## config.mk

```make
export PLATFORM = sky130hd
export DESIGN_NAME = output_driver
export DESIGN_NICKNAME = d
export VERILOG_FILES = /design/src/rtl/output_driver.sv
export SDC_FILE = /design/constraint.sdc
export NUM_CORES = 1
export LEC_CHECK = 0
export CAP_MARGIN = 40
export CELL_PAD_IN_SITES_DETAIL_PLACEMENT = 1
export CELL_PAD_IN_SITES_GLOBAL_PLACEMENT = 2
export CORE_AREA = 5 5 72 74
export DETAILED_ROUTE_END_ITERATION = 8
export DIE_AREA = 0 0 77 79
export PLACE_DENSITY_LB_ADDON = 0.1
export SETUP_SLACK_MARGIN = 0.05
export SLEW_MARGIN = 20
export SYNTH_ARGS = -nofsm -noshare
export SYNTH_HDL_FRONTEND = slang
export SYNTH_SLANG_ARGS = --single-unit
```

## constraint.sdc

```tcl
create_clock -name clock -period 8 [get_ports clock]
set_input_delay 1.6 -clock clock [delete_from_list [all_inputs] [get_ports clock]]
set_output_delay 1.6 -clock clock [all_outputs]
set_load 0.02 [all_outputs]
```

## src/rtl/output_driver.sv

```systemverilog
// Output conditioning for one relay/valve/enable pin.
// Samples the logical request on poll ticks, enforces minimum ON and OFF
// times, applies output polarity, and checks the pin through a synchronised
// readback. A persistent readback mismatch sets a sticky fault, which turns
// the output off through the normal minimum-off path.
//
// state      | meaning
// -----------+---------------------------------------------------------
// S_OFF      | logically off, waiting for an effective request
// S_ON_HOLD  | logically on, minimum-on time running, request ignored
// S_ON       | logically on, follows request, readback checked
// S_OFF_HOLD | logically off, minimum-off time running, request ignored
module output_driver #(
  parameter int SYS_CLOCK  = 72_000_000,
  parameter int POLL_CLOCK = 100_000,
  parameter int MIN_ON     = 16,
  parameter int MIN_OFF    = 16,
  parameter int FB_DELAY   = 32,
  parameter bit FB_EN      = 1'b1
) (
  input  logic clock,
  input  logic aclr_n,
  input  logic sclr,
  input  logic req,
  input  logic level,
  input  logic fb,
  output logic out,
  output logic ready,
  output logic busy,
  output logic fault
);

  localparam int MAX  = SYS_CLOCK / POLL_CLOCK - 1;
  localparam int PW   = (MAX < 1) ? 1 : $clog2(MAX + 1);
  localparam int HMAX = (MIN_ON > MIN_OFF) ? MIN_ON : MIN_OFF;
  localparam int HW   = $clog2(HMAX + 1);
  localparam int MW   = $clog2(FB_DELAY + 1);

  localparam logic [PW-1:0] CNT_MAX  = PW'(MAX);
  localparam logic [HW-1:0] ON_LAST  = HW'(MIN_ON);
  localparam logic [HW-1:0] OFF_LAST = HW'(MIN_OFF);
  localparam logic [MW-1:0] MIS_LIM  = MW'(FB_DELAY);

  typedef enum logic [1:0] {
    S_OFF      = 2'd0,
    S_ON_HOLD  = 2'd1,
    S_ON       = 2'd2,
    S_OFF_HOLD = 2'd3
  } state_t;

  state_t          state;
  logic [PW-1:0]   pre_cnt;
  logic [HW-1:0]   hold_cnt;
  logic [HW-1:0]   hold_next;
  logic [MW-1:0]   mis_cnt;
  logic [MW-1:0]   mis_next;
  logic [2:0]      fb_sync;
  logic            tick;
  logic            log_on;
  logic            stable;
  logic            mismatch;
  logic            fault_set;
  logic            eff_req;

  // Tick decode, readback compare and effective request.
  // A fault raised on this tick already blocks the request, so S_ON leaves
  // on the very edge the fault is recorded.
  always_comb begin
    tick      = (pre_cnt == CNT_MAX);
    log_on    = (state == S_ON_HOLD) || (state == S_ON);
    stable    = (state == S_ON) || (state == S_OFF);
    mismatch  = (fb_sync[2] ^ level) != log_on;
    hold_next = hold_cnt + HW'(1);
    mis_next  = (mis_cnt == MIS_LIM) ? mis_cnt : mis_cnt + MW'(1);
    fault_set = FB_EN && tick && stable && mismatch && (mis_next == MIS_LIM);
    eff_req   = req && ready && !fault && !fault_set;
  end

  // Poll prescaler and ready flag.
  always_ff @(posedge clock or negedge aclr_n) begin
    if (!aclr_n) begin
      pre_cnt <= '0;
      ready   <= 1'b0;
    end else if (sclr) begin
      pre_cnt <= '0;
      ready   <= 1'b0;
    end else begin
      pre_cnt <= tick ? '0 : pre_cnt + PW'(1);
      if (tick) ready <= 1'b1;
    end
  end

  // Three-flop synchroniser for the asynchronous pin readback.
  always_ff @(posedge clock or negedge aclr_n) begin
    if (!aclr_n)   fb_sync <= '0;
    else if (sclr) fb_sync <= '0;
    else           fb_sync <= {fb_sync[1:0], fb};
  end

  // Minimum on/off sequencer, advancing only on poll ticks.
  always_ff @(posedge clock or negedge aclr_n) begin
    if (!aclr_n) begin
      state    <= S_OFF;
      hold_cnt <= '0;
    end else if (sclr) begin
      state    <= S_OFF;
      hold_cnt <= '0;
    end else if (tick) begin
      case (state)
        S_OFF: begin
          if (eff_req) begin
            state    <= S_ON_HOLD;
            hold_cnt <= '0;
          end
        end
        S_ON_HOLD: begin
          if (hold_next == ON_LAST) begin
            state    <= eff_req ? S_ON : S_OFF_HOLD;
            hold_cnt <= '0;
          end else begin
            hold_cnt <= hold_next;
          end
        end
        S_ON: begin
          if (!eff_req) begin
            state    <= S_OFF_HOLD;
            hold_cnt <= '0;
          end
        end
        S_OFF_HOLD: begin
          if (hold_next == OFF_LAST) begin
            state    <= eff_req ? S_ON_HOLD : S_OFF;
            hold_cnt <= '0;
          end else begin
            hold_cnt <= hold_next;
          end
        end
        default: begin
          state    <= S_OFF;
          hold_cnt <= '0;
        end
      endcase
    end
  end

  // Readback mismatch counter and sticky fault; hold states act as settling windows.
  always_ff @(posedge clock or negedge aclr_n) begin
    if (!aclr_n) begin
      mis_cnt <= '0;
      fault   <= 1'b0;
    end else if (sclr || !FB_EN) begin
      mis_cnt <= '0;
      fault   <= 1'b0;
    end else begin
      if (tick) mis_cnt <= (stable && mismatch) ? mis_next : '0;
      if (fault_set) fault <= 1'b1;
    end
  end

  // Registered pin drive with polarity, and hold indication.
  always_ff @(posedge clock or negedge aclr_n) begin
    if (!aclr_n) begin
      out  <= 1'b0;
      busy <= 1'b0;
    end else if (sclr) begin
      out  <= 1'b0;
      busy <= 1'b0;
    end else begin
      out  <= log_on ^ level;
      busy <= (state == S_ON_HOLD) || (state == S_OFF_HOLD);
    end
  end

endmodule

```

### Word-level counts from Yosys, hierarchy flattened

Cells that the tools add are included.

* bits in registers: 30
* input port bits: 6
* logic and storage cells: 72

* add/sub/neg operators: 3
* equality and inequality tests: 12
* multiplexer cells: 28
* bitwise logic cells: 2
* reduce and logical (&&, ||, !) cells: 18

Operators by type and width (number)
* $mux 5: 5
* $mux 6: 4
* $mux 10: 2
* $pmux 5 s3: 1
* $eq 6x6->1 const B: 2
* $mux 2: 6
* $add 10x1->10 const B: 1
* $eq 10x10->1 const B: 1
* $ne 3x3->1 const B: 3
* $mux 1: 8
* $pmux 2 s4: 1
* $logic_and 1x1->1: 7
* $add 6x1->6 const B: 1
* $add 5x1->5 const B: 1
* $eq 5x5->1 const B: 1
* $reduce_and 5->1: 1
* $eq 2x2->1 const B: 2
* $reduce_bool 2->1: 2
* $logic_or 1x1->1: 3
* $mux 3: 1
* $ne 3x2->1 const B: 1
* $reduce_and 3->1: 1
* $eq 2x1->1 const B: 1
* $logic_not 1->1: 2
* other kinds (4): 5

### Longest topological paths before layout

Gate-level depths: netlist of the first run.

* depth in word-level cells: 12
* gate-level depth with buffers: 10

### Worst setup path after synthesis of the first run

OpenSTA, ideal clock, no wires.

* path type: in2reg
* start: input port level
* end: register state[0]
* setup time: 0.125 ns
* arrival: 3.274 ns
* data required time: 7.875 ns
* path slack: 4.601 ns
* cell stages on the path: 7
* path buffers: 0
* cell sequence: xnor2_1 > mux2_2 > a2111o_1 > o21ai_4 > mux2i_1 > nor2_1 > a2111oi_0

* longest elaborated chain between the ends: 11
* elaborated cells on any way between the ends: 16
* those cells by class: 3 x eq/ne; 7 x mux; 1 x bitwise; 5 x reduce/logical

RTL lines
* start, declared: RTL line 25 `input logic level,`
* $xor 1x1->1 (*): RTL line 72 `mismatch = (fb_sync[2] ^ level) != log_on;`
* $ne 1x1->1 (*): RTL line 72
* $logic_and 1x1->1 (*) (2 in series): RTL line 75 `fault_set = FB_EN && tick && stable && mismatch && (mis_next == MIS_LIM);`
* $logic_not 1->1 (*): RTL line 76 `eff_req = req && ready && !fault && !fault_set;`
* $logic_and 1x1->1 (*): RTL line 76
* $mux 1, on equally long branches: RTL line 132, 118
* $mux 2, on equally long branches: RTL line 131, 117
* $pmux 2 s4: RTL line 109 `case (state)`
* $mux 2: RTL line 108 `end else if (tick) begin`
* $mux 2: RTL line 105 `end else if (sclr) begin`
* end signal, assigned: RTL line 118 `state <= eff_req ? S_ON : S_OFF_HOLD;`
* end signal, assigned: RTL line 132 `state <= eff_req ? S_ON_HOLD : S_OFF;`
* end, declared: RTL line 51 `state_t state;`

Every way passes the cells marked *; elsewhere a longest branch is shown, timed or not. The select of a mux whose other input is x is not followed.
A chain may end at the register's enable or synchronous reset.

### Worst setup path in the final report of the first run

Same ends and word-level chain as after synthesis.

==> results of run 1 <==
## worst register-to-register path, stage by stage (launching register included)
cell and delay, ns:
sky130_fd_sc_hd__dfrtp_1 0.41, sky130_fd_sc_hd__inv_1 0.10, sky130_fd_sc_hd__ha_1 0.33, sky130_fd_sc_hd__xnor2_1 0.25
sky130_fd_sc_hd__mux2_2 0.38, sky130_fd_sc_hd__a2111o_1 0.35, sky130_fd_sc_hd__o21ai_4 0.21, sky130_fd_sc_hd__mux2i_1 0.30
sky130_fd_sc_hd__nor2_1 0.06, sky130_fd_sc_hd__a2111oi_0 0.41
## metrics by stage
stage / worst slack (ns) / utilization / instance area [um2] / power (uW) / instances
2_1_floorplan: 4.601 / - / 1719 / 162.6 / 180
6_report: 4.186 / 0.4425 / 2007 / 361.2 / 247
4_1_cts: 4.153 / 0.4425 / 2007 / 367.5 / 247
3_3_place_gp: 3.999 / 0.4110 / 1864 / 170.8 / 239
3_5_place_dp: 3.875 / 0.4110 / 1864 / 171.4 / 239
5_1_grt: 3.974 / 0.4425 / 2007 / 376.5 / 247
## per-layer routing
layer,vias to the layer above,part of all wire,track usage
met5,-,0,0
met3,5,0.024,0.02608
met2,13,0.48,0.2326
li1,647,-,-
met4,0,0.014,0.05670
met1,665,0.48,0.1807
## layout make-up
cell class | instances | area (um2)
clock inverter | 2 | 60.06
tap | 54 | 67.56
timing repair buffer | 10 | 97.59
fill | 508 | 2529
clock buffer | 6 | 82.58
inverter | 9 | 33.78
multi-input combinational | 136 | 914.6
sequential | 30 | 750.7
## how the worst min path moves through the flow
stage	start	endpoint	slack (ns)
floorplan	pre_cnt[0]	pre_cnt[0]	0.43
global placement	pre_cnt[0]	pre_cnt[0]	0.45
detailed placement	pre_cnt[0]	pre_cnt[0]	0.47
CTS	pre_cnt[0]	pre_cnt[0]	0.47
global route	pre_cnt[0]	pre_cnt[0]	0.50
finish	pre_cnt[0]	pre_cnt[0]	0.47
## power by group
| part | switching [uW] | leakage (uW) | total (uW) | internal (uW) |
|---|---|---|---|---|
| Sequential | 1.15 | 0.000414 | 155 | 154 |
| Clock | 60.4 | 0.0000714 | 193 | 133 |
| Combinational | 7.71 | 0.000370 | 13.0 | 5.32 |
## flip-flops by register name, indices dropped and copies added (netlist names)
name	cells
pre_cnt	10
mis_cnt	6
hold_cnt	5
fb_sync	3
state	2
busy	1
fault	1
out	1
ready	1
## cell families after synthesis
kind of cell / count (synthesis) / synth area share
xor gates and xnor gates: 10 / 0.05094
AOI/OAI and AO/OA: 38 / 0.1499
and+or+nand+nor: 75 / 0.2394
DFF: 30 / 0.4367
buffers and inverters: 14 / 0.03129
muxes: 4 / 0.02620
adders and majority gates: 9 / 0.06550
## layout by cell type (no fill, tap or decap), drive strengths merged, types with 3 or more instances in the layout
| cell type | instances |
|---|---|
| o31ai | 4 |
| ha | 9 |
| nor4 | 3 |
| mux2i | 3 |
| nand3 | 6 |
| nand2 | 13 |
| clkbuf | 6 |
| xor2 | 4 |
| nand3b | 5 |
| inv | 9 |
| o21ai | 19 |
| nor2b | 10 |
| nand4 | 3 |
| clkdlybuf4s50 | 9 |
| a21oi | 4 |
| dfrtp | 30 |
| and2 | 3 |
| and3 | 3 |
| nor2 | 20 |
| xnor2 | 6 |
| or3 | 3 |
==> impl_table.tex, run 1 <==
\begin{tabular}{lr}
\hline
Metric & Value \\
\hline
\multicolumn{2}{l}{\textbf{Critical path}} \\
\quad Crit-path leading delay family & compound AO/OA/AOI/OAI gates \\
\quad List of cells traversed by the critical path & clkdlybuf4s50\_1 > xnor2\_1 > mux2\_2 > a2111o\_1 > o21ai\_4 > mux2i\_1 > nor2\_1 > a2111oi\_0 \\
\quad Critical path capture point type & flop \\
\quad Terminus of the critical flop-to-flop path & state[0] \\
\quad Buf/Inv on CP & 1 \\
\quad Critical path arrival & $\sim$4.0 ns \\
\quad Worst Setup Path Type & in2reg \\
\quad Element type at the critical path start & input port \\
\quad Crit path depth & 8 \\
\quad Logic depth of the worst register-to-register path & 9 \\
\quad Reg2reg setup slack & slightly above 5 ns \\
\quad R2R Path Start & state[0] \\
\quad Biggest cell delay along the critical path & 0.41 ns \\
\quad Critical path origin & level \\
\quad Required time of the critical path & 8.14 ns \\
\quad Worst setup path endpoint & state[0] \\
\quad CP max-delay cell & sky130\_fd\_sc\_hd\_\_clkdlybuf4s50\_1 \\
\quad Worst Path Max Fanout & 4 \\
\multicolumn{2}{l}{\textbf{Floorplanning}} \\
\quad Height of the die & 79 um \\
\quad Initial standard-cell utilization of the core & 0.3790 \\
\quad \# IOs & 10 \\
\quad Placement Rows & 25 \\
\quad Area of the core & approximately 4500 um2 \\
\quad DIE WIDTH & between 70 and 80 um \\
\quad Total die area & 6083 um2 \\
\multicolumn{2}{l}{\textbf{Clock tree}} \\
\quad Htree depth & 2 \\
\quad \# Post-CTS Setup Buffers & 0 \\
\quad TritonCTS clock tree & done \\
\quad Post-CTS Resized & 0 \\
\quad Skew-Pair Late Insertion Delay & roughly 0.28 ns \\
\quad Total CTS buffers & 5 \\
\quad Largest buffer count on any clock path & 2 \\
\quad Sinks on Clock Net & 30 \\
\quad Clock edge transition at the registers on the reported setup and hold paths & 0.07 ns \\
\quad Number of buffers inserted by hold repair at cts & 0 \\
\quad Master cell of the clock root buffer & sky130\_fd\_sc\_hd\_\_clkbuf\_8 \\
\multicolumn{2}{l}{\textbf{Layout}} \\
\quad Growth of design area from synthesis to finish & 16.74\% \\
\quad Layout cell share with drive strength beyond 1 & 0.1088 \\
\quad Number of inserted diodes & 0 \\
\quad Net count reported at finish & 207 \\
\multicolumn{2}{l}{\textbf{Routing}} \\
\quad WL/cell & around 16 um \\
\quad Iteration-0 DRC count of the detailed router & 56 \\
\quad Initial DRT Pass Iterations & 4 \\
\quad Average via count per standard cell & roughly 5.4 \\
\quad Via total after detailed routing & 1330 \\
\quad Final routed wirelength across all metal layers & 3.837 mm \\
\quad Post-detailed-route count of antenna-violating nets & 0 \\
\quad DRC violation count after routing & 0 \\
\multicolumn{2}{l}{\textbf{STA}} \\
\quad Tightest slew margin relative to the limit & 0.5115 \\
\quad Fraction of the cycle the final worst path needs & 0.4768 \\
\quad Setup TNS & 0 ns \\
\quad Slew at the pin closest to its max-slew limit & approximately 0.73 ns \\
\quad Hold Fails Final Rpt & 0 \\
\quad Unrepaired setup endpoints after global routing & false \\
\quad Number of slew-limit violations in the final report & 0 \\
\quad Crit path time final & 3.814 ns \\
\quad Fmax & roughly 0.26 GHz \\
\quad Worst slack on hold paths & 0.4706 ns \\
\quad Count of endpoints failing setup in the final report & 0 \\
\quad Worst clock skew & 0.002629 ns \\
\multicolumn{2}{l}{\textbf{Global route}} \\
\quad First-pass GRT wire length & between 6 and 7 mm \\
\quad Aggregate global routing overflow & 0 \\
\quad Largest net degree at the start of global routing & 19 \\
\quad Global Route Usage Sum & 0.1405 \\
\quad Via count of the first global-routing pass & 1441 \\
\quad Initial antenna violation count & 0 \\
\multicolumn{2}{l}{\textbf{Place}} \\
\quad Post-detail-place hpwl & 2.811 mm \\
\quad Port Buffers & 9 \\
\quad Final weighted congestion in routability-driven placement & approximately 0.8 \\
\multicolumn{2}{l}{\textbf{Synthesis}} \\
\quad Post-synth EDFFs & 0 \\
\quad Primary FF master, synth & sky130\_fd\_sc\_hd\_\_dfrtp\_1 \\
\quad Top area cells in the synthesized netlist & sky130\_fd\_sc\_hd\_\_dfrtp\_1 (44\%), sky130\_fd\_sc\_hd\_\_ha\_1 (6.6\%), sky130\_fd\_sc\_hd\_\_nor2\_1 (4.4\%) \\
\quad Most frequent cells after synthesis & sky130\_fd\_sc\_hd\_\_dfrtp\_1 (30), sky130\_fd\_sc\_hd\_\_nor2\_1 (20), sky130\_fd\_sc\_hd\_\_nand2\_1 (13), sky130\_fd\_sc\_hd\_\_nor2b\_1 (10), sky130\_fd\_sc\_hd\_\_o21ai\_0 (10) \\
\quad Largest area contributor in the synthesized netlist & sky130\_fd\_sc\_hd\_\_dfrtp\_1 \\
\quad Syn Inst Count & 180 \\
\quad Post-synthesis async set-or-reset flop share & 1.000 \\
\quad Warnings, synthesis & 0 \\
\quad Sequential fraction of the synthesis area & 0.4367 \\
\quad Flip-flop and latch count after synthesis & 30 \\
\quad Average size of a mapped cell & roughly 9.6 um2 \\
\quad Combined area of all synthesized cells & 1719 um2 \\
\quad Fraction of post-synthesis cell area in the top cell type by area & 0.4367 \\
\quad Most frequently used cell type in the post-synthesis netlist & sky130\_fd\_sc\_hd\_\_dfrtp\_1 \\
\quad Syn Nets & about 200 \\
\quad Distinct cell type count after synthesis & 44 \\
\multicolumn{2}{l}{\textbf{Hold path}} \\
\quad Worst hold path type & reg2reg \\
\quad Worst hold path stage count & 1 \\
\multicolumn{2}{l}{\textbf{Flow run}} \\
\quad Maxcap violations & 0 \\
\multicolumn{2}{l}{\textbf{Run status}} \\
\quad Status & finished, final reports clean \\
\multicolumn{2}{l}{\textbf{Pwr}} \\
\quad P\_leak & roughly 0.00086 uW \\
\quad P per Cell Area & approximately 180 nW/um2 \\
\quad Worst vdd rail ir drop & around 0.07 mV \\
\hline
\end{tabular}
Power figures use the tool's default switching activity.
==> run 2, diff against run 1 <==
- CORE_AREA: 5 5 72 74 -> 5 5 78 80
- DIE_AREA: 0 0 77 79 -> 0 0 83 85
- clock period: 8 -> 3.5 ns (I/O delays scaled with it)
==> run 2 against run 1 <==
Cell area shrank 0.69%. Largest cell class unchanged. Critical path type is now reg2reg. Register-to-register slack worse by 4.5 ns. Count of clock-buffer cells in the layout is 1 higher.
==> impl_table.tex, run 2 (synthesis results as in run 1) <==
\begin{tabular}{lr}
\hline
Metric & Value \\
\hline
\multicolumn{2}{l}{\textbf{Layout}} \\
\quad Growth of design area from synthesis to finish & 15.94\% \\
\quad Post-Layout Inst Area & 1993 um2 (-0.69\%) \\
\quad Regs by FF count & pre\_cnt (10), mis\_cnt (6), hold\_cnt (5) \\
\quad Largest reg by FF count & pre\_cnt \\
\quad Net count reported at finish & 209 (+0.97\%) \\
\quad Number of inserted diodes & 0 (unchanged) \\
\quad Leading cell types in the layout, fill and taps excluded & sky130\_fd\_sc\_hd\_\_dfrtp\_1 (30), sky130\_fd\_sc\_hd\_\_nor2\_1 (20), sky130\_fd\_sc\_hd\_\_nand2\_1 (13) \\
\quad Most common cell after layout, fill and taps aside & sky130\_fd\_sc\_hd\_\_dfrtp\_1 \\
\quad Layout cell share with drive strength beyond 1 & 0.1128 (+0.004012) \\
\quad Number of flip-flops under the largest register name & 10 (unchanged) \\
\quad Finished Layout Cells & 267 (+8.1\%) \\
\multicolumn{2}{l}{\textbf{Global route}} \\
\quad Initial antenna violation count & 0 (unchanged) \\
\quad Largest net degree at the start of global routing & 31 (+12) \\
\quad First-pass GRT wire length & 6.975 mm (+1.3\%) \\
\quad Via count of the first global-routing pass & 1446 (+0.35\%) \\
\quad Aggregate global routing overflow & 0 (unchanged) \\
\quad Global Route Usage Sum & 0.1226 (-0.01787) \\
\multicolumn{2}{l}{\textbf{Floorplanning}} \\
\quad Area of the core & 5338 um2 (+18\%) \\
\quad \# IOs & 10 (unchanged) \\
\quad Total die area & 7055 um2 (+16\%) \\
\quad Placement Rows & 27 (+8.0\%) \\
\quad DIE WIDTH & 83 um (+7.8\%) \\
\quad Height of the die & 85 um (+7.6\%) \\
\quad Initial standard-cell utilization of the core & 0.3221 (-0.05695) \\
\multicolumn{2}{l}{\textbf{Routing}} \\
\quad DRC violation count after routing & 0 (unchanged) \\
\quad Initial DRT Pass Iterations & 4 (unchanged) \\
\quad Via total after detailed routing & 1347 (+1.3\%) \\
\quad Iteration-0 DRC count of the detailed router & 55 (-1.8\%) \\
\quad Final routed wirelength across all metal layers & 4.016 mm (+4.7\%) \\
\quad Average via count per standard cell & 5.045 (-6.3\%) \\
\quad Post-detailed-route count of antenna-violating nets & 0 (unchanged) \\
\quad WL/cell & 15.04 um (-3.2\%) \\
\multicolumn{2}{l}{\textbf{Clock tree}} \\
\quad Total CTS buffers & 5 (unchanged) \\
\quad Skew-Pair Late Insertion Delay & 0.28 ns (about the same) \\
\quad Sinks on Clock Net & 30 (unchanged) \\
\quad Clock edge transition at the registers on the reported setup and hold paths & 0.07 ns (about the same) \\
\quad Number of buffers inserted by hold repair at cts & 0 (unchanged) \\
\quad Post-CTS Resized & 0 (unchanged) \\
\quad Master cell of the clock root buffer & sky130\_fd\_sc\_hd\_\_clkbuf\_8 \\
\quad \# Post-CTS Setup Buffers & 0 (unchanged) \\
\quad Largest buffer count on any clock path & 2 (unchanged) \\
\quad Htree depth & 2 (unchanged) \\
\quad TritonCTS clock tree & done \\
\multicolumn{2}{l}{\textbf{Critical path}} \\
\quad Element type at the critical path start & flop \\
\quad Worst Path Max Fanout & 4 (unchanged) \\
\quad Required time of the critical path & 3.65 ns (-4.49 ns) \\
\quad Worst Setup Path Type & reg2reg \\
\quad Critical path capture point type & flop \\
\quad Critical path arrival & 3.07 ns (-0.88 ns) \\
\multicolumn{2}{l}{\textbf{Flow run}} \\
\quad Maxcap violations & 0 (unchanged) \\
\multicolumn{2}{l}{\textbf{Place}} \\
\quad Post-detail-place hpwl & 2.836 mm (+0.90\%) \\
\quad Post-Place Cells & 259 (+8.4\%) \\
\quad Port Buffers & 9 (unchanged) \\
\quad Instance area after placement & 1902 um2 (+2.0\%) \\
\quad Final weighted congestion in routability-driven placement & 0.7783 (-5.2\%) \\
\multicolumn{2}{l}{\textbf{Pwr}} \\
\quad Design Power & 682.3 uW (+89\%) \\
\quad Worst vdd rail ir drop & 0.1420 mV (+98\%) \\
\quad P per Cell Area & 342.3 nW/um2 (+90\%) \\
\quad P\_leak & 0.0008410 uW (-1.7\%) \\
\multicolumn{2}{l}{\textbf{STA}} \\
\quad Slew at the pin closest to its max-slew limit & 0.4571 ns (-0.2734 ns) \\
\quad Setup TNS & 0 ns (unchanged) \\
\quad Number of slew-limit violations in the final report & 0 (unchanged) \\
\quad Hold Fails Final Rpt & 0 (unchanged) \\
\quad Fmax & roughly 0.34 GHz \\
\quad Fraction of the cycle the final worst path needs & 0.8366 \\
\quad Count of endpoints failing setup in the final report & 0 (unchanged) \\
\quad Worst clock skew & 0.009760 ns (+0.007131 ns) \\
\quad Crit path time final & 2.928 ns \\
\quad Tightest slew margin relative to the limit & 0.6921 (+0.1806) \\
\quad Unrepaired setup endpoints after global routing & false \\
\multicolumn{2}{l}{\textbf{Hold path}} \\
\quad Worst hold path type & reg2reg \\
\multicolumn{2}{l}{\textbf{Run status}} \\
\quad Status & finished, final reports clean \\
\hline
\end{tabular}
## run 2: cell count changes in the layout (fill, tap and decap cells not counted), sizes merged
cell | before | now
clkinv | 0 | 1
clkbuf | 6 | 7
bufinv | 2 | 0
buf | 1 | 3
## run 2: final timing paths
check / from / endpoint / slack, ns / cells after the start
max in group asynchronous: aclr_n / fault / 2.37 / 2
min in group asynchronous: aclr_n / state[0] / 0.82 / 2
worst max register to register: state[0] / state[0] / 0.57 / 9
worst min register to register: fb_sync[1] / fb_sync[2] / 0.46 / 1
worst max-delay path: state[0] / state[0] / 0.57 / 9
worst min-delay path: fb_sync[1] / fb_sync[2] / 0.46 / 1
## run 2: final cells by class
type,instances,area (um2)
sequential,30,750.7
inverter,9,33.78
clock inverter,1,5.005
multi-input combinational,136,914.6
timing repair buffer,12,112.6
clock buffer,7,86.33
fill,660,3344
tap,72,90.09
## run 2: per-stage QoR
| step | hold slack (ns) | utilization | worst slack (ns) |
|---|---|---|---|
| global route | 0.4979 | 0.3734 | 0.3514 |
| finish | 0.4591 | 0.3734 | 0.5720 |
| detailed placement | 0.4526 | 0.3563 | 0.3139 |
| global placement | 0.4460 | 0.3563 | 0.4758 |
| floorplan | 0.4044 | - | 0.9124 |
| CTS | 0.4672 | 0.3734 | 0.5384 |
## run 2: where the power goes
part	internal [uW]	switching, uW	total (uW)
clock	159	139	297
sequential	351	2.31	354
combinational	13.0	18.4	31.4
## run 2: metal layers
metal	GRT usage	vias up	routed length (um)	share of wire
met5	0	-	0	0
met4	0.04755	0	70	0.017
met3	0.03592	8	121	0.030
met2	0.2034	17	1961	0.49
met1	0.1501	666	1862	0.46
li1	-	656	-	-
## run 2: critical path, stage by stage, from the launching register on
cell                        delay (ns)
sky130_fd_sc_hd__dfrtp_1          0.40
sky130_fd_sc_hd__inv_1            0.10
sky130_fd_sc_hd__ha_1             0.35
sky130_fd_sc_hd__xnor2_1          0.23
sky130_fd_sc_hd__mux2_2           0.37
sky130_fd_sc_hd__a2111o_1         0.34
sky130_fd_sc_hd__o21ai_4          0.22
sky130_fd_sc_hd__mux2i_1          0.29
sky130_fd_sc_hd__nor2_1           0.07
sky130_fd_sc_hd__a2111oi_0        0.42
==> run 3, diff against run 2 <==
- clock period: 3.5 -> 2.4 ns (I/O delays scaled with it)
==> run 3 against run 2 <==
The flow now finishes with violations (setup timing). Sequential power grew 46%. Hold slack better by 0.0073 ns. Via count up 7.3%. Cell count is 8.2% higher. Power rose by 45%. Utilization rose by 4.8 points. Count of clock-buffer cells in the layout did not move. Maximum frequency increased by 16%. Global-route usage increased by 0.64 points. Largest cell class unchanged.
==> impl_table.tex, run 3 (synthesis results as in run 1) <==
\begin{tabular}{lr}
\hline
Metric & Value \\
\hline
\multicolumn{2}{l}{\textbf{Clock tree}} \\
\quad Htree depth & 2 (unchanged) \\
\quad Master cell of the clock root buffer & sky130\_fd\_sc\_hd\_\_clkbuf\_8 \\
\quad Total CTS buffers & 5 (unchanged) \\
\quad Largest buffer count on any clock path & 2 (unchanged) \\
\quad Skew-Pair Late Insertion Delay & 0.28 ns (about the same) \\
\quad Clock edge transition at the registers on the reported setup and hold paths & 0.07 ns (about the same) \\
\quad TritonCTS clock tree & done \\
\quad Sinks on Clock Net & 30 (unchanged) \\
\multicolumn{2}{l}{\textbf{Pwr}} \\
\quad Worst vdd rail ir drop & 0.2597 mV (+83\%) \\
\quad P\_leak & 0.0009753 uW (+16\%) \\
\quad Sequential share of power & 0.521 (+0.003) \\
\quad P per Cell Area & 440.6 nW/um2 (+29\%) \\
\quad Share of power burned in combinational logic & 0.050 (+0.004) \\
\quad Internal & 765.6 uW (+46\%) \\
\quad Net switching power of the design & 225.6 uW (+41\%) \\
\quad Sw frac & 0.2276 (-0.006097) \\
\quad Portion of total power attributed to the clock network & 0.429 (-0.007) \\
\multicolumn{2}{l}{\textbf{STA}} \\
\quad Count of endpoints failing setup in the final report & 6 (+6) \\
\quad Crit path time final & 2.519 ns (-0.4092 ns) \\
\quad Unrepaired setup endpoints after global routing & true \\
\quad Setup TNS & -0.2589 ns (-0.2589 ns) \\
\quad Number of slew-limit violations in the final report & 0 (unchanged) \\
\quad Tightest slew margin relative to the limit & 0.7290 (+0.03694) \\
\quad Fraction of the cycle the final worst path needs & 1.050 (+0.2129) \\
\quad Slew at the pin closest to its max-slew limit & 0.4065 ns (-0.05058 ns) \\
\quad Slack of the critical path & -0.1188 ns (-0.6908 ns) \\
\quad Worst clock skew & 0.005466 ns (-0.004294 ns) \\
\quad Hold Fails Final Rpt & 0 (unchanged) \\
\quad Worst slack on hold paths & 0.4664 ns (+0.007302 ns) \\
\quad Fmax & 0.3970 GHz (+16\%) \\
\multicolumn{2}{l}{\textbf{Place}} \\
\quad Final weighted congestion in routability-driven placement & 0.8673 (+11\%) \\
\quad Post-Place Cells & 279 (+7.7\%) \\
\quad Instance area after placement & 2085 um2 (+9.6\%) \\
\quad Port Buffers & 9 (unchanged) \\
\quad Pre-CTS worst setup slack & -0.5420 ns (-0.8559 ns) \\
\quad Post-detail-place hpwl & 3.157 mm (+11\%) \\
\multicolumn{2}{l}{\textbf{Layout}} \\
\quad Post-Layout Inst Area & 2250 um2 (+13\%) \\
\quad Growth of design area from synthesis to finish & 30.86\% \\
\quad Most common cell after layout, fill and taps aside & sky130\_fd\_sc\_hd\_\_dfrtp\_1 \\
\quad Number of inserted diodes & 0 (unchanged) \\
\quad Leading cell types in the layout, fill and taps excluded & sky130\_fd\_sc\_hd\_\_dfrtp\_1 (30), sky130\_fd\_sc\_hd\_\_buf\_4 (23), sky130\_fd\_sc\_hd\_\_nor2\_1 (20) \\
\quad Net count reported at finish & 231 (+11\%) \\
\quad Number of flip-flops under the largest register name & 10 (unchanged) \\
\quad Regs by FF count & pre\_cnt (10), mis\_cnt (6), hold\_cnt (5) \\
\quad Finished Layout Cells & 289 (+8.2\%) \\
\quad Largest reg by FF count & pre\_cnt \\
\quad Layout cell share with drive strength beyond 1 & 0.2442 (+0.1314) \\
\multicolumn{2}{l}{\textbf{Hold path}} \\
\quad Worst hold path type & reg2reg \\
\multicolumn{2}{l}{\textbf{Critical path}} \\
\quad CP max-delay cell & sky130\_fd\_sc\_hd\_\_dfrtp\_1 \\
\quad Worst Setup Path Type & reg2reg \\
\quad R2R Path Start & state[0] \\
\quad Critical path capture point type & flop \\
\quad Biggest cell delay along the critical path & 0.38 ns (-0.04 ns) \\
\quad Buf/Inv on CP & 2 (+1) \\
\quad Reg2reg setup slack & -0.12 ns (-0.69 ns) \\
\quad Crit-path leading delay family & multiplexers \\
\quad List of cells traversed by the critical path & inv\_2 > ha\_4 > xnor2\_4 > mux2\_4 > a2111o\_1 > o21ai\_4 > mux2i\_2 > buf\_4 > mux2i\_1 > nor2\_1 \\
\quad Logic depth of the worst register-to-register path & 10 (+1) \\
\quad Required time of the critical path & 2.57 ns (-1.08 ns) \\
\quad Terminus of the critical flop-to-flop path & state[1] \\
\quad Critical path arrival & 2.69 ns (-0.38 ns) \\
\quad Worst setup path endpoint & state[1] \\
\quad Crit path depth & 10 (+1) \\
\quad Critical path origin & state[0] \\
\quad Element type at the critical path start & flop \\
\quad Worst Path Max Fanout & 3 (-1) \\
\multicolumn{2}{l}{\textbf{Floorplanning}} \\
\quad Placement Rows & 27 (unchanged) \\
\quad Height of the die & 85 um (unchanged) \\
\quad \# IOs & 10 (unchanged) \\
\quad DIE WIDTH & 83 um (unchanged) \\
\quad Initial standard-cell utilization of the core & 0.3221 (unchanged) \\
\quad Total die area & 7055 um2 (unchanged) \\
\quad Area of the core & 5338 um2 (unchanged) \\
\multicolumn{2}{l}{\textbf{Routing}} \\
\quad Average via count per standard cell & 5.000 (-0.89\%) \\
\quad Via total after detailed routing & 1445 (+7.3\%) \\
\quad WL/cell & 14.98 um (-0.43\%) \\
\quad Initial DRT Pass Iterations & 2 (-2) \\
\quad Iteration-0 DRC count of the detailed router & 42 (-24\%) \\
\quad DRC violation count after routing & 0 (unchanged) \\
\quad Final routed wirelength across all metal layers & 4.328 mm (+7.8\%) \\
\quad Post-detailed-route count of antenna-violating nets & 0 (unchanged) \\
\multicolumn{2}{l}{\textbf{Run status}} \\
\quad Violated checks & setup timing \\
\quad Status & complete, but fails checks \\
\multicolumn{2}{l}{\textbf{Global route}} \\
\quad Global Route Usage Sum & 0.1289 (+0.006355) \\
\quad Initial antenna violation count & 0 (unchanged) \\
\quad Largest net degree at the start of global routing & 31 (unchanged) \\
\quad Via count of the first global-routing pass & 1570 (+8.6\%) \\
\quad Aggregate global routing overflow & 0 (unchanged) \\
\quad First-pass GRT wire length & 7.314 mm (+4.9\%) \\
\multicolumn{2}{l}{\textbf{Flow run}} \\
\quad Maxcap violations & 0 (unchanged) \\
\hline
\end{tabular}
[run 3: cell type report]
| type | instances | area (um2) |
|---|---|---|
| timing repair buffer | 34 | 287.8 |
| inverter | 9 | 33.78 |
| tap | 72 | 90.09 |
| clock buffer | 7 | 86.33 |
| sequential | 30 | 750.7 |
| multi-input combinational | 136 | 996.0 |
| fill | 635 | 3088 |
| clock inverter | 1 | 5.005 |
[run 3: metal layers]
metal  global-route usage  routed length, um
met5                    0                  0
met1               0.1414               1871
met3              0.02718                 84
met2               0.2347               2285
met4              0.06538                 87
[run 3: stage by stage]
step                utilization  total power [uW]
floorplan                     -             543.3
global placement         0.3905             573.8
detailed placement       0.3905             576.4
CTS                      0.4126              1012
global route             0.4215              1040
finish                   0.4215             991.2
[run 3: worst min path at each step]
stage            endpoint  slack [ns]       start  cells past startpoint
4_1_cts        pre_cnt[0]        0.47  pre_cnt[0]                      1
3_3_place_gp   pre_cnt[0]        0.45  pre_cnt[0]                      1
6_report       fb_sync[2]        0.47  fb_sync[1]                      1
3_5_place_dp   fb_sync[2]        0.46  fb_sync[1]                      1
5_1_grt        pre_cnt[0]        0.50  pre_cnt[0]                      1
2_1_floorplan        busy        0.18      aclr_n                      0
[run 3: power groups by stage]
stage | combinational (uW) | sequential [uW] | clock, uW
6_report | 49.8 | 516 | 425
3_5_place_dp | 50.8 | 526 | 0
2_1_floorplan | 17.4 | 526 | 0
5_1_grt | 57.1 | 516 | 467
3_3_place_gp | 48.5 | 525 | 0
4_1_cts | 50.8 | 516 | 445
[run 3: what timing repair did]
item | 4_1_cts | 5_1_grt
buffers inserted | 2 | 0
resized for setup | 3 | 9
endpoints found under the hold margin | 0 | 0
endpoints found under the setup margin | 7 | 7
pin swaps | 3 | 0
hold buffers | 0 | 0
[run 3: worst reg2reg max path, stage by stage (launching register included)]
cell	delay, ns
sky130_fd_sc_hd__dfrtp_1	0.38
sky130_fd_sc_hd__inv_2	0.07
sky130_fd_sc_hd__ha_4	0.30
sky130_fd_sc_hd__xnor2_4	0.12
sky130_fd_sc_hd__mux2_4	0.32
sky130_fd_sc_hd__a2111o_1	0.34
sky130_fd_sc_hd__o21ai_4	0.22
sky130_fd_sc_hd__mux2i_2	0.28
sky130_fd_sc_hd__buf_4	0.15
sky130_fd_sc_hd__mux2i_1	0.17
sky130_fd_sc_hd__nor2_1	0.06
